--- config.mk ---
export PLATFORM = sky130hd
export DESIGN_NAME = shift_seq_n
export DESIGN_NICKNAME = d
export VERILOG_FILES = /design/src/rtl/shift_seq_pkg.sv /design/src/rtl/shift_seq_step.sv /design/src/rtl/shift_seq_n.sv
export SDC_FILE = /design/constraint.sdc
export NUM_CORES = 1
export LEC_CHECK = 0
export CORE_AREA = 8 8 69 71
export DETAILED_ROUTE_END_ITERATION = 16
export DIE_AREA = 0 0 77 79
export PLACE_DENSITY = 0.67
export RECOVER_POWER = 100
export SETUP_SLACK_MARGIN = 0.4
export SLEW_MARGIN = 20
export SYNTH_ARGS = -nofsm -noshare
export SYNTH_HDL_FRONTEND = slang
export SYNTH_HIERARCHICAL = 1
export SYNTH_SLANG_ARGS = --single-unit
--- constraint.sdc ---
create_clock -name clk -period 2.8 [get_ports clk]
set_clock_uncertainty 0.1 [all_clocks]
set_input_delay 0.56 -clock clk [delete_from_list [all_inputs] [get_ports clk]]
set_output_delay 0.56 -clock clk [all_outputs]
set_load 0.01 [all_outputs]
--- src/rtl/shift_seq_pkg.sv ---
// Shared mode and state encodings for the iterative/barrel shifter.
package shift_seq_pkg;

  localparam logic [1:0] MODE_LSL = 2'b00;
  localparam logic [1:0] MODE_LSR = 2'b01;
  localparam logic [1:0] MODE_ASR = 2'b10;
  localparam logic [1:0] MODE_ROR = 2'b11;

  typedef enum logic [1:0] {
    ST_IDLE  = 2'd0,
    ST_SHIFT = 2'd1,
    ST_DONE  = 2'd2
  } state_t;

endpackage

--- src/rtl/shift_seq_step.sv ---
// Combinational one-position shift step: next value plus the bit that falls out.
module shift_seq_step
  import shift_seq_pkg::*;
#(
  parameter int unsigned WIDTH = 8
) (
  input  logic [WIDTH-1:0] value,
  input  logic [1:0]       mode,
  input  logic             fill,
  output logic [WIDTH-1:0] next_value,
  output logic             out_bit
);

  always_comb begin
    next_value = value;
    out_bit    = value[0];
    case (mode)
      MODE_LSL: begin
        next_value = {value[WIDTH-2:0], fill};
        out_bit    = value[WIDTH-1];
      end
      MODE_LSR: next_value = {fill, value[WIDTH-1:1]};
      MODE_ASR: next_value = {value[WIDTH-1], value[WIDTH-1:1]};
      default:  next_value = {value[0], value[WIDTH-1:1]};
    endcase
  end

endmodule

--- src/rtl/shift_seq_n.sv ---
// Multi-cycle shifter with start/ready/done handshake and bit-bucket output.
// Define SHIFT_SEQ_BARREL_EN for a fixed-latency barrel SHIFT stage.
module shift_seq_n
  import shift_seq_pkg::*;
#(
  parameter int unsigned WIDTH   = 8,
  parameter int unsigned SHAMT_W = 4
) (
  input  logic               clk,
  input  logic               rst_n,
  input  logic               start,
  input  logic [1:0]         mode,
  input  logic [SHAMT_W-1:0] shamt,
  input  logic [WIDTH-1:0]   data,
  input  logic               shift_in_left,
  input  logic               shift_in_right,
  output logic               ready,
  output logic               busy,
  output logic               done,
  output logic [WIDTH-1:0]   result,
  output logic               bb_out
);

  state_t             state_q, state_d;
  logic [SHAMT_W-1:0] cnt_q, cnt_d;
  logic [1:0]         mode_q, mode_d;
  logic               sil_q, sil_d, sir_q, sir_d;
  logic [WIDTH-1:0]   result_d;
  logic               bb_d;
  logic               fill;
  logic [WIDTH-1:0]   step_val;
  logic               step_out;

  assign fill = (mode_q == MODE_LSL) ? sir_q : sil_q;

`ifdef SHIFT_SEQ_BARREL_EN
  localparam int unsigned NSTAGE = (32'd1 << SHAMT_W) - 32'd1;

  logic             stepped_q, stepped_d;
  logic [WIDTH-1:0] vals [0:NSTAGE];
  logic             outs [0:NSTAGE];

  // One stage per possible amount, so over-range shifts keep exact fill/wrap semantics.
  assign vals[0] = result;
  assign outs[0] = 1'b0;
  for (genvar k = 1; k <= NSTAGE; k++) begin : g_stage
    shift_seq_step #(.WIDTH(WIDTH)) u_step (
      .value      (vals[k-1]),
      .mode       (mode_q),
      .fill       (fill),
      .next_value (vals[k]),
      .out_bit    (outs[k])
    );
  end
  assign step_val = vals[cnt_q];
  assign step_out = outs[cnt_q];
`else
  shift_seq_step #(.WIDTH(WIDTH)) u_step (
    .value      (result),
    .mode       (mode_q),
    .fill       (fill),
    .next_value (step_val),
    .out_bit    (step_out)
  );
`endif

  always_ff @(posedge clk or negedge rst_n) begin
    if (!rst_n) state_q <= ST_IDLE;
    else        state_q <= state_d;
  end

  always_comb begin
    state_d = state_q;
    case (state_q)
      ST_IDLE:  if (start) state_d = ST_SHIFT;
`ifdef SHIFT_SEQ_BARREL_EN
      ST_SHIFT: if (stepped_q) state_d = ST_DONE;
`else
      ST_SHIFT: if (cnt_q == '0) state_d = ST_DONE;
`endif
      ST_DONE:  state_d = ST_IDLE;
      default:  state_d = ST_IDLE;
    endcase
  end

  // Datapath next values; operands are only captured on an accepted start.
  always_comb begin
    result_d = result;
    bb_d     = bb_out;
    cnt_d    = cnt_q;
    mode_d   = mode_q;
    sil_d    = sil_q;
    sir_d    = sir_q;
`ifdef SHIFT_SEQ_BARREL_EN
    stepped_d = stepped_q;
`endif
    case (state_q)
      ST_IDLE: if (start) begin
        result_d = data;
        bb_d     = 1'b0;
        cnt_d    = shamt;
        mode_d   = mode;
        sil_d    = shift_in_left;
        sir_d    = shift_in_right;
`ifdef SHIFT_SEQ_BARREL_EN
        stepped_d = 1'b0;
`endif
      end
`ifdef SHIFT_SEQ_BARREL_EN
      ST_SHIFT: if (!stepped_q) begin
        result_d  = step_val;
        bb_d      = step_out;
        stepped_d = 1'b1;
      end
`else
      ST_SHIFT: if (cnt_q != '0) begin
        result_d = step_val;
        bb_d     = step_out;
        cnt_d    = cnt_q - SHAMT_W'(1);
      end
`endif
      default: ;
    endcase
  end

  always_ff @(posedge clk or negedge rst_n) begin
    if (!rst_n) begin
      result <= '0;
      bb_out <= 1'b0;
      cnt_q  <= '0;
      mode_q <= MODE_LSL;
      sil_q  <= 1'b0;
      sir_q  <= 1'b0;
      ready  <= 1'b1;
      busy   <= 1'b0;
      done   <= 1'b0;
`ifdef SHIFT_SEQ_BARREL_EN
      stepped_q <= 1'b0;
`endif
    end else begin
      result <= result_d;
      bb_out <= bb_d;
      cnt_q  <= cnt_d;
      mode_q <= mode_d;
      sil_q  <= sil_d;
      sir_q  <= sir_d;
      ready  <= (state_d == ST_IDLE);
      busy   <= (state_d == ST_SHIFT);
      done   <= (state_d == ST_DONE);
`ifdef SHIFT_SEQ_BARREL_EN
      stepped_q <= stepped_d;
`endif
    end
  end

endmodule
==> flow_summary.json <==
{
  "status": "finished, final reports clean",
  "worstPathArrival_ns": 2.32,
  "cts.sinks": 22,
  "synth.distinct_cells": 32,
  "clk_transition_reported_paths_ns": 0.08,
  "worst_pin_slew_ns": 1.21,
  "syn_area_um2": 1220,
  "vdd_drop_max_mv": 0.397,
  "seq_area_frac_synth_pct": 45.3,
  "timing.final.crit_share_pct": 81.1,
  "fin_crit_ns": 2.27,
  "hp-class": "register to register",
  "numCtsBuffers": 3,
  "relSlewSlack_pct": 19.2,
  "grt_max_degree": 23,
  "synth_top_family_by_area": "multiplexers",
  "gp_congestion": 0.866,
  "nets": 142,
  "crit_required_ns": 2.85,
  "insertion_delay_ns": 0.26,
  "syn_area_per_cell_um2": 13.8,
  "start_util_pct": 32.1,
  "stdcell_area_um2": 1590,
  "core_region_area_um2": 3800,
  "yosys.area.top_type_share_pct": 43.1,
  "diodes": 0,
  "rsz0062_at_grt": "no",
  "cts_setup_buffers": 0,
  "path_cells": "inv_1 -> ha_1 -> nor3b_1 -> a21o_4 -> inv_2 -> mux2_1",
  "fill_cells": 368,
  "syn2layout_area_growth_pct": 30.4,
  "drv_slew": 0,
  "drt-total-wl_um": 2640,
  "crit_type": "register to register",
  "wl_per_cell_um": 15.4,
  "layout_common_cells": "mux2_2 (22), dfrtp_1 (21), clkdlybuf4s50_1 (16)",
  "tns_ns": 0,
  "final_common_cell": "mux2_2",
  "dpl.hpwl_um": 2020,
  "dieArea_um2": 6080,
  "firstDrtPassIters": 4,
  "synth_compound_area_share_pct": 7.60,
  "finalHoldViolCount": 0,
  "pin_count": 31,
  "power.density_nw_per_um2": 1210,
  "die_w_um": 77,
  "p_leak_nw": 0.662,
  "cp_max_fo": 11,
  "synth.area.mux_share_pct": 32.4,
  "dpl_cell_area_um2": 1570,
  "place_inst": 167,
  "synth_simple_gate_area_share_pct": 8.93,
  "io_buffer_count": 30,
  "ys_top_cells_by_area": "dfrtp_1 (43%), mux2_2 (20%), mux2_4 (8.6%), dfstp_2 (2.2%), buf_6 (1.8%)",
  "crit_slowest_cell": "nor3b_1",
  "grt_util_all_layers_pct": 8.76,
  "antenna_found_initial": 0,
  "fin_cells": 171,
  "rows": 23,
  "grt_pass1_vias": 864,
  "startpoint_type": "register",
  "cts_root_buf": "clkbuf_8",
  "synth-adder-area-share_pct": 1.03,
  "drc": 0,
  "yosys.area.top_type": "dfrtp_1",
  "dp_slack_ns": 0.567,
  "ctsResizeCount": 0,
  "drtIter0Drc": 39,
  "syn_nets": 108,
  "drive_above_1_share_pct": 29.8,
  "setup_viol": 0,
  "worst_slack_ns": 0.528,
  "timing.fmax_mhz": 440,
  "grt_pass1_wl_um": 4330,
  "vias": 791,
  "clk_path_buf_depth": 2,
  "postRouteAntennaNets": 0,
  "synth_xor_area_share_pct": 0.719,
  "hold_ws_ns": 0.413,
  "overflow": 0,
  "htree_levels": 1,
  "die_h_um": 79,
  "drv_cap": 0,
  "hold_buffers": 0,
  "synth_cells": 88,
  "viasPerCell": 4.63,
  "cts_tree": "yes",
  "ys_ff_latch": 22,
  "endpoint_kind": "register",
  "critPathMaxStageDelay_ns": 0.70,
  "yosysWarnings": 6
}
## layout make-up
class | count | area [um2] | area share (%)
multi-input cells | 58 | 577 | 36.3
clock buffers | 3 | 41.3 | 2.60
repair buffers | 32 | 308 | 19.4
inverters | 5 | 18.8 | 1.18
clock inverters | 1 | 30.0 | 1.89
well taps | 50 | 62.6 | 3.94
flip-flops and latches | 22 | 552 | 34.7
## routing by layer
metal	global-route usage, %	vias up	part of all wire, %
met1	10.5	378	47
met4	3.96	0	1.7
li1	-	389	-
met5	0	-	0
met2	14.6	20	47
met3	2.14	4	3.8
## final timing paths
check | start | to | slack [ns] | cells after the start
worst max-delay path | cnt_q[0] | result[6] | 0.53 | 6
worst min-delay path | bb_out | bb_out | 0.41 | 1
worst max register to register | cnt_q[0] | result[6] | 0.53 | 6
worst min register to register | bb_out | bb_out | 0.41 | 1
max in group asynchronous | rst_n | mode_q[1] | 0.92 | 2
min in group asynchronous | rst_n | result[1] | 0.97 | 2
## synthesized netlist by cell type (all sizes together)
library cell,number
mux2,29
dfrtp,21
inv,5
nor2,4
buf,3
nor3b,3
and2,2
mux2i,2
a2111oi,1
a211o,1
a21o,1
a21oi,1
a221oi,1
a22o,1
a22oi,1
a2bb2oi,1
dfstp,1
ha,1
mux4,1
nand2,1
nand2b,1
nor2b,1
nor3,1
nor4b,1
o21bai,1
o31ai,1
xnor2,1
## sequential cells by signal, indices dropped and copies added, names as in the netlist
name,flops
bb_out,1
busy,1
cnt_q,4
done,1
mode_q,2
ready,1
result,8
sil_q,1
sir_q,1
state_q,2
## metrics by stage
stage                     power, W  utilization (%)
after floorplan            0.00150                -
after global placement     0.00179             41.2
after detailed placement   0.00182             41.2
after CTS                  0.00211             43.1
after global routing       0.00208             41.8
final                      0.00193             41.8
## logic make-up after synthesis
logic type	Yosys count
mux	32
flops	22
simple gates	14
compound gates	10
buf+inv	8
xor+xnor	1
fa+ha+maj	1
## worst max-delay path: cells and delay by family (launching register included)
family,cells,cell delay [ns]
buffers and inverters,2,0.18
DFF,1,0.41
adders and majority gates,1,0.18
and+or+nand+nor,1,0.70
muxes,1,0.34
AOI/OAI and AO/OA,1,0.25
## report_power, final
| part | switching (W) | total, W | internal (W) |
|---|---|---|---|
| Sequential | 0.000154 | 0.000637 | 0.000483 |
| Clock | 0.000102 | 0.000292 | 0.000191 |
| Combinational | 0.000395 | 0.000999 | 0.000604 |
(Power assumes the default switching activity.)
==> RTL edit 1: new RTL, same flow settings <==
Reset style: synchronous (`rst_n`), changed in 2 clocked blocks.
--- a/src/rtl/shift_seq_n.sv
+++ b/src/rtl/shift_seq_n.sv
@@ -65,5 +65,5 @@
 `endif
 
-  always_ff @(posedge clk or negedge rst_n) begin
+  always_ff @(posedge clk) begin
     if (!rst_n) state_q <= ST_IDLE;
     else        state_q <= state_d;
@@ -124,5 +124,5 @@
   end
 
-  always_ff @(posedge clk or negedge rst_n) begin
+  always_ff @(posedge clk) begin
     if (!rst_n) begin
       result <= '0;
Behaviour: differs if rst_n is asserted again (counterexample within 4 cycles, from zero or initial values and one cycle with rst_n low); with rst_n held inactive, the same outputs for 10 cycles.
==> RTL edit 1 against the original RTL <==
Wire length increased by 5.2%. Setup slack better by 0.11 ns. Global-route usage grew 0.67 points. Synthesized cell count grew 30%. First-iteration DRC count up 54%. Sequential cell count unchanged. Fmax is 5.2% higher. Final area decreased by 6.5%. Largest cell class unchanged. Highest routed layer unchanged. Via count up 21%. Synthesized area is 12% lower.
Power is not compared: it rests on default switching activity, and its combinational part moved more than twofold at a synthesized area within 25%.
==> RTL edit 1: results (changes against the original RTL) <==
| Metric | Value |
|---|---|
| Global Route Usage Sum | 9.43% (+0.67 points) |
| CTS resizes | 0 (unchanged) |
| Hold Path Class | reg -> reg |
| Reg clk slew, reported paths | 0.08 ns (about the same) |
| Slew margin rel. | 49.2% (+30 points) |
| Wirelength per Cell | 14.2 um (-7.8%) |
| Leakage | about 0.60 nW |
| Initial antenna violation count | 0 (unchanged) |
| HPWL after detailed placement | 2070 um (+2.6%) |
| Buffers from clock root to sink, at most | 2 (unchanged) |
| Largest net degree at the start of global routing | 20 (-13%) |
| Setup Fix Bufs, Post-CTS | 0 (unchanged) |
| Drt initial violations | 60 (+54%) |
| Ranking of synthesized cells by area | dfxtp_1 41%, mux2_2 11%, a311oi_1 6.5% |
| Placed cell area | 0.00142 mm^2 (-9.2%) |
| Wire length on met1 | 1200 um (-3.6%) |
| Critical Path AT | 2.23 ns (-0.09 ns) |
| CTS Hold Bufs | 0 (unchanged) |
| Met2 WL | 1350 um (+8.2%) |
| Worst Path Max Fanout | 19 (+8) |
| H-tree depth | 1 (unchanged) |
| First-pass GRT wire length | 4680 um (+8.0%) |
| Max layer used | met4 |
| Fin nets | 166 (+17%) |
| Asr flop ratio synth | 0% (-100 points) |
| CTS buffer count | 3 (unchanged) |
| Seq/Total Area, Yosys | 41.1% (-4.2 points) |
| Post-DR vias/cell | 4.93 (+6.5%) |
| Run status | finished clean |
| Skew-Pair Late Insertion Delay | 0.27 ns |
| Vias in the first global route | 1023 (+18%) |
| Gpl congestion | 0.782 (-9.7%) |
| Worst VDD drop | 0.284 mV |
| Share of cells above drive strength 1 | 13.1% (-17 points) |
| Dpl cells | 191 (+14%) |
| Ant diodes | 0 (unchanged) |
| CTS Root Cell | clkbuf_8 |
| Cell variety after synth | 32 (unchanged) |
| Regs by FF count | result: 8 flops, cnt_q: 4 flops |
| Worst slack, placed | 0.450 ns (-0.117 ns) |
| Most common library cells after synthesis | 22 x dfxtp_1, 17 x nand2_1, 14 x nor2_1, 10 x mux2_2, 8 x a311oi_1 |
| Ys flop type | dfxtp_1 |
| Total Wirelength | 2770 um (+5.2%) |
| Syn Inst Count | 114 (+30%) |
| I/O Buffers | 30 (unchanged) |
| Syn Nets | 134 (+24%) |
| Antenna-violating nets left | 0 (unchanged) |
| Pre-antenna DRT Iters | 4 (unchanged) |
| WL met3 | 168 um (+70%) |
| YS warnings | 6 (unchanged) |
==> RTL edit 1: power breakdown <==
group	total [mW]	switching, mW	internal (mW)
combinational	0.326	0.158	0.168
sequential	0.408	0.0462	0.362
clock	0.298	0.107	0.191
total	1.03	0.311	0.721
==> RTL edit 1: area by class of cell <==
cell class,count,area [um^2]
clock inverter,1,30.0
tap,50,62.6
timing repair buffer,32,315
inverter,4,15.0
multi-input combinational,83,582
clock buffer,3,41.3
fill,401,2310
sequential,22,440
==> RTL edit 1: metal layers <==
layer  GRT usage (%)  vias to the layer above
li1                -                      468
met1            10.6                      459
met2            15.5                       28
met3            2.93                        6
met4            5.66                        0
met5               0                        -
==> RTL edit 1: metrics by stage <==
step	total power [mW]	utilization (%)
6_report	1.03	39.1
5_1_grt	1.10	39.1
4_1_cts	1.05	39.3
3_5_place_dp	0.757	37.5
3_3_place_gp	0.740	37.5
2_1_floorplan	0.623	-
==> RTL edit 1: final timing paths <==
kind | startpoint | cells after the start | endpoint | slack [ns]
setup / recovery | start | 6 | result[7] | 0.64
hold / removal | cnt_q[1] | 2 | cnt_q[1] | 0.40
setup reg to reg | cnt_q[0] | 7 | result[7] | 0.75
hold reg to reg | cnt_q[1] | 2 | cnt_q[1] | 0.40
==> RTL edit 1: kinds of logic after synthesis <==
group | count (synthesis) | synth area share, %
and+or+nand+nor | 47 | 21.1
DFF | 22 | 41.1
muxes | 16 | 17.3
buffers and inverters | 9 | 3.97
AOI/OAI and AO/OA | 19 | 15.4
adders and majority gates | 1 | 1.17
==> RTL edit 1: critical path, stage by stage <==
cell,delay [ns]
dlygate4sd3_1,0.54
nor2_1,0.08
a311oi_4,0.42
buf_4,0.30
nor2_1,0.07
a311oi_1,0.26
==> RTL edit 2: new RTL, same settings <==
Without the edit above. The parameter `SHAMT_W` goes from 4 to 6.
--- a/src/rtl/shift_seq_n.sv
+++ b/src/rtl/shift_seq_n.sv
@@ -5,5 +5,5 @@
 #(
   parameter int unsigned WIDTH   = 8,
-  parameter int unsigned SHAMT_W = 4
+  parameter int unsigned SHAMT_W = 6
 ) (
   input  logic               clk,
Ports: changed (resized shamt); port bits go from 31 to 33. No check against the original RTL was run, so the function may have changed too.
==> RTL edit 2 against the original RTL <==
First-iteration DRC count up 51%. Final area increased by 12%. Die area is the same. Count of clock-buffer cells in the layout up 1. Clock power is 18% lower. Register-to-register slack improved by 0.11 ns. Combinational power rose by 18%. Wire length increased by 14%. Synthesized area increased by 16%. Sequential cell count up 2. Setup slack better by 0.069 ns. Total power up 11%. Via count is 24% higher. Critical path type is now in -> reg.
==> RTL edit 2: results (changes against the original RTL) <==
| Metric | Value |
|---|---|
| Setup crit end | result[0] |
| Hold slack | 0.419 ns (+0.00627 ns) |
| Global Route Usage Sum | 10.3% (+1.5 points) |
| Clock network power | 0.238 mW (-18%) |
| Worst VDD drop | 0.377 mV (-5.2%) |
| Power per cell area | 1210 mW/mm^2 (-0.48%) |
| Wirelength per Cell | 15.6 um (+1.2%) |
| Ranking of synthesized cells by area | dfrtp_1 41%, mux2_2 17%, mux2_4 8.5% |
| Dpl cells | 189 (+13%) |
| Hold Path Class | reg -> reg |
| Tmin final | 2.20 ns (-0.0688 ns) |
| HPWL after detailed placement | 2250 um (+11%) |
| WL met3 | 144 um (+45%) |
| Seq/Total Area, Yosys | 42.5% (-2.8 points) |
| P_sw | 0.792 mW (+22%) |
| Gate power share | 55.2% (+3.4 points) |
| Wire length on met1 | 1350 um (+8.7%) |
| Hold EP | sil_q |
| Crit. Startpoint | start |
| Worst slack, placed | 0.503 ns (-0.0641 ns) |
| Most common library cells after synthesis | 23 x dfrtp_1, 21 x mux2_2, 8 x mux2_4, 5 x nor2_1 |
| FF-to-FF setup slack | 0.64 ns (+0.11 ns) |
| Ant diodes | 0 (unchanged) |
| Regs by FF count | result: 8 flops, cnt_q: 6 flops |
| Filler cells | 363 (-1.4%) |
| Drt initial violations | 59 (+51%) |
| Run status | finished clean |
| Vias in the first global route | 1038 (+20%) |
| Critical Path Slowest Stage Cell | dlygate4sd3_1 |
| Post-DR vias/cell | 5.09 (+10%) |
| Fin nets | 166 (+17%) |
| Gpl congestion | 0.739 (-15%) |
| R2r startpoint | mode_q[1] |
| Hold Startpoint | sil_q |
| Number of remaining DRC errors | 0 (unchanged) |
| Reg-to-reg critical path endpoint | result[7] |
| R2R cell count | 5 (-1) |
| Leakage | 0.718 nW (+8.4%) |
| Largest net degree at the start of global routing | 25 (+8.7%) |
| First-pass GRT wire length | 5060 um (+17%) |
| Total Wirelength | 3010 um (+14%) |
| Slew margin rel. | 13.2% (-6.0 points) |
| Share of cells above drive strength 1 | 23.8% (-6.0 points) |
| Syn Nets | 132 (+22%) |
| Critical Path AT | 2.26 ns (-0.06 ns) |
| Cell variety after synth | 39 (+22%) |
| Placed cell area | 0.00177 mm^2 (+13%) |
| CP delay by family, top | compound AO/OA/AOI/OAI gates |
| Slowest stage delay, CP | 0.59 ns (-0.11 ns) |
| Met2 WL | 1460 um (+17%) |
| I/O Buffers | 32 (+6.7%) |
| Synthesized area per cell | 12.9 um^2 (-6.9%) |
| Initial core utilization | 37.3% (+5.2 points) |
==> RTL edit 2: metal layers <==
| metal | global-route usage (%) | up-vias |
|---|---|---|
| met3 | 2.60 | 5 |
| li1 | - | 472 |
| met2 | 16.7 | 26 |
| met4 | 5.66 | 0 |
| met5 | 0 | - |
| met1 | 12.3 | 479 |
==> RTL edit 2: layout make-up <==
| type | instances | area, um^2 | area share (%) |
|---|---|---|---|
| Clock buffer | 4 | 55.1 | 3.11 |
| Inverter | 5 | 21.3 | 1.20 |
| Multi-Input combinational cell | 76 | 704 | 39.7 |
| Sequential cell | 24 | 602 | 33.9 |
| Tap cell | 50 | 62.6 | 3.53 |
| Timing Repair Buffer | 34 | 328 | 18.5 |
==> RTL edit 2: cell families (layout without fill, tap and decap cells) <==
group	Yosys count	in the layout	synth area share, %
buffers and inverters	10	43	4.94
flip-flops	24	24	42.5
AND/OR/NAND/NOR	26	26	12.6
AO/OA/AOI/OAI	16	16	10.2
multiplexers	33	33	28.9
adder cells (fa/ha/maj)	1	1	0.882
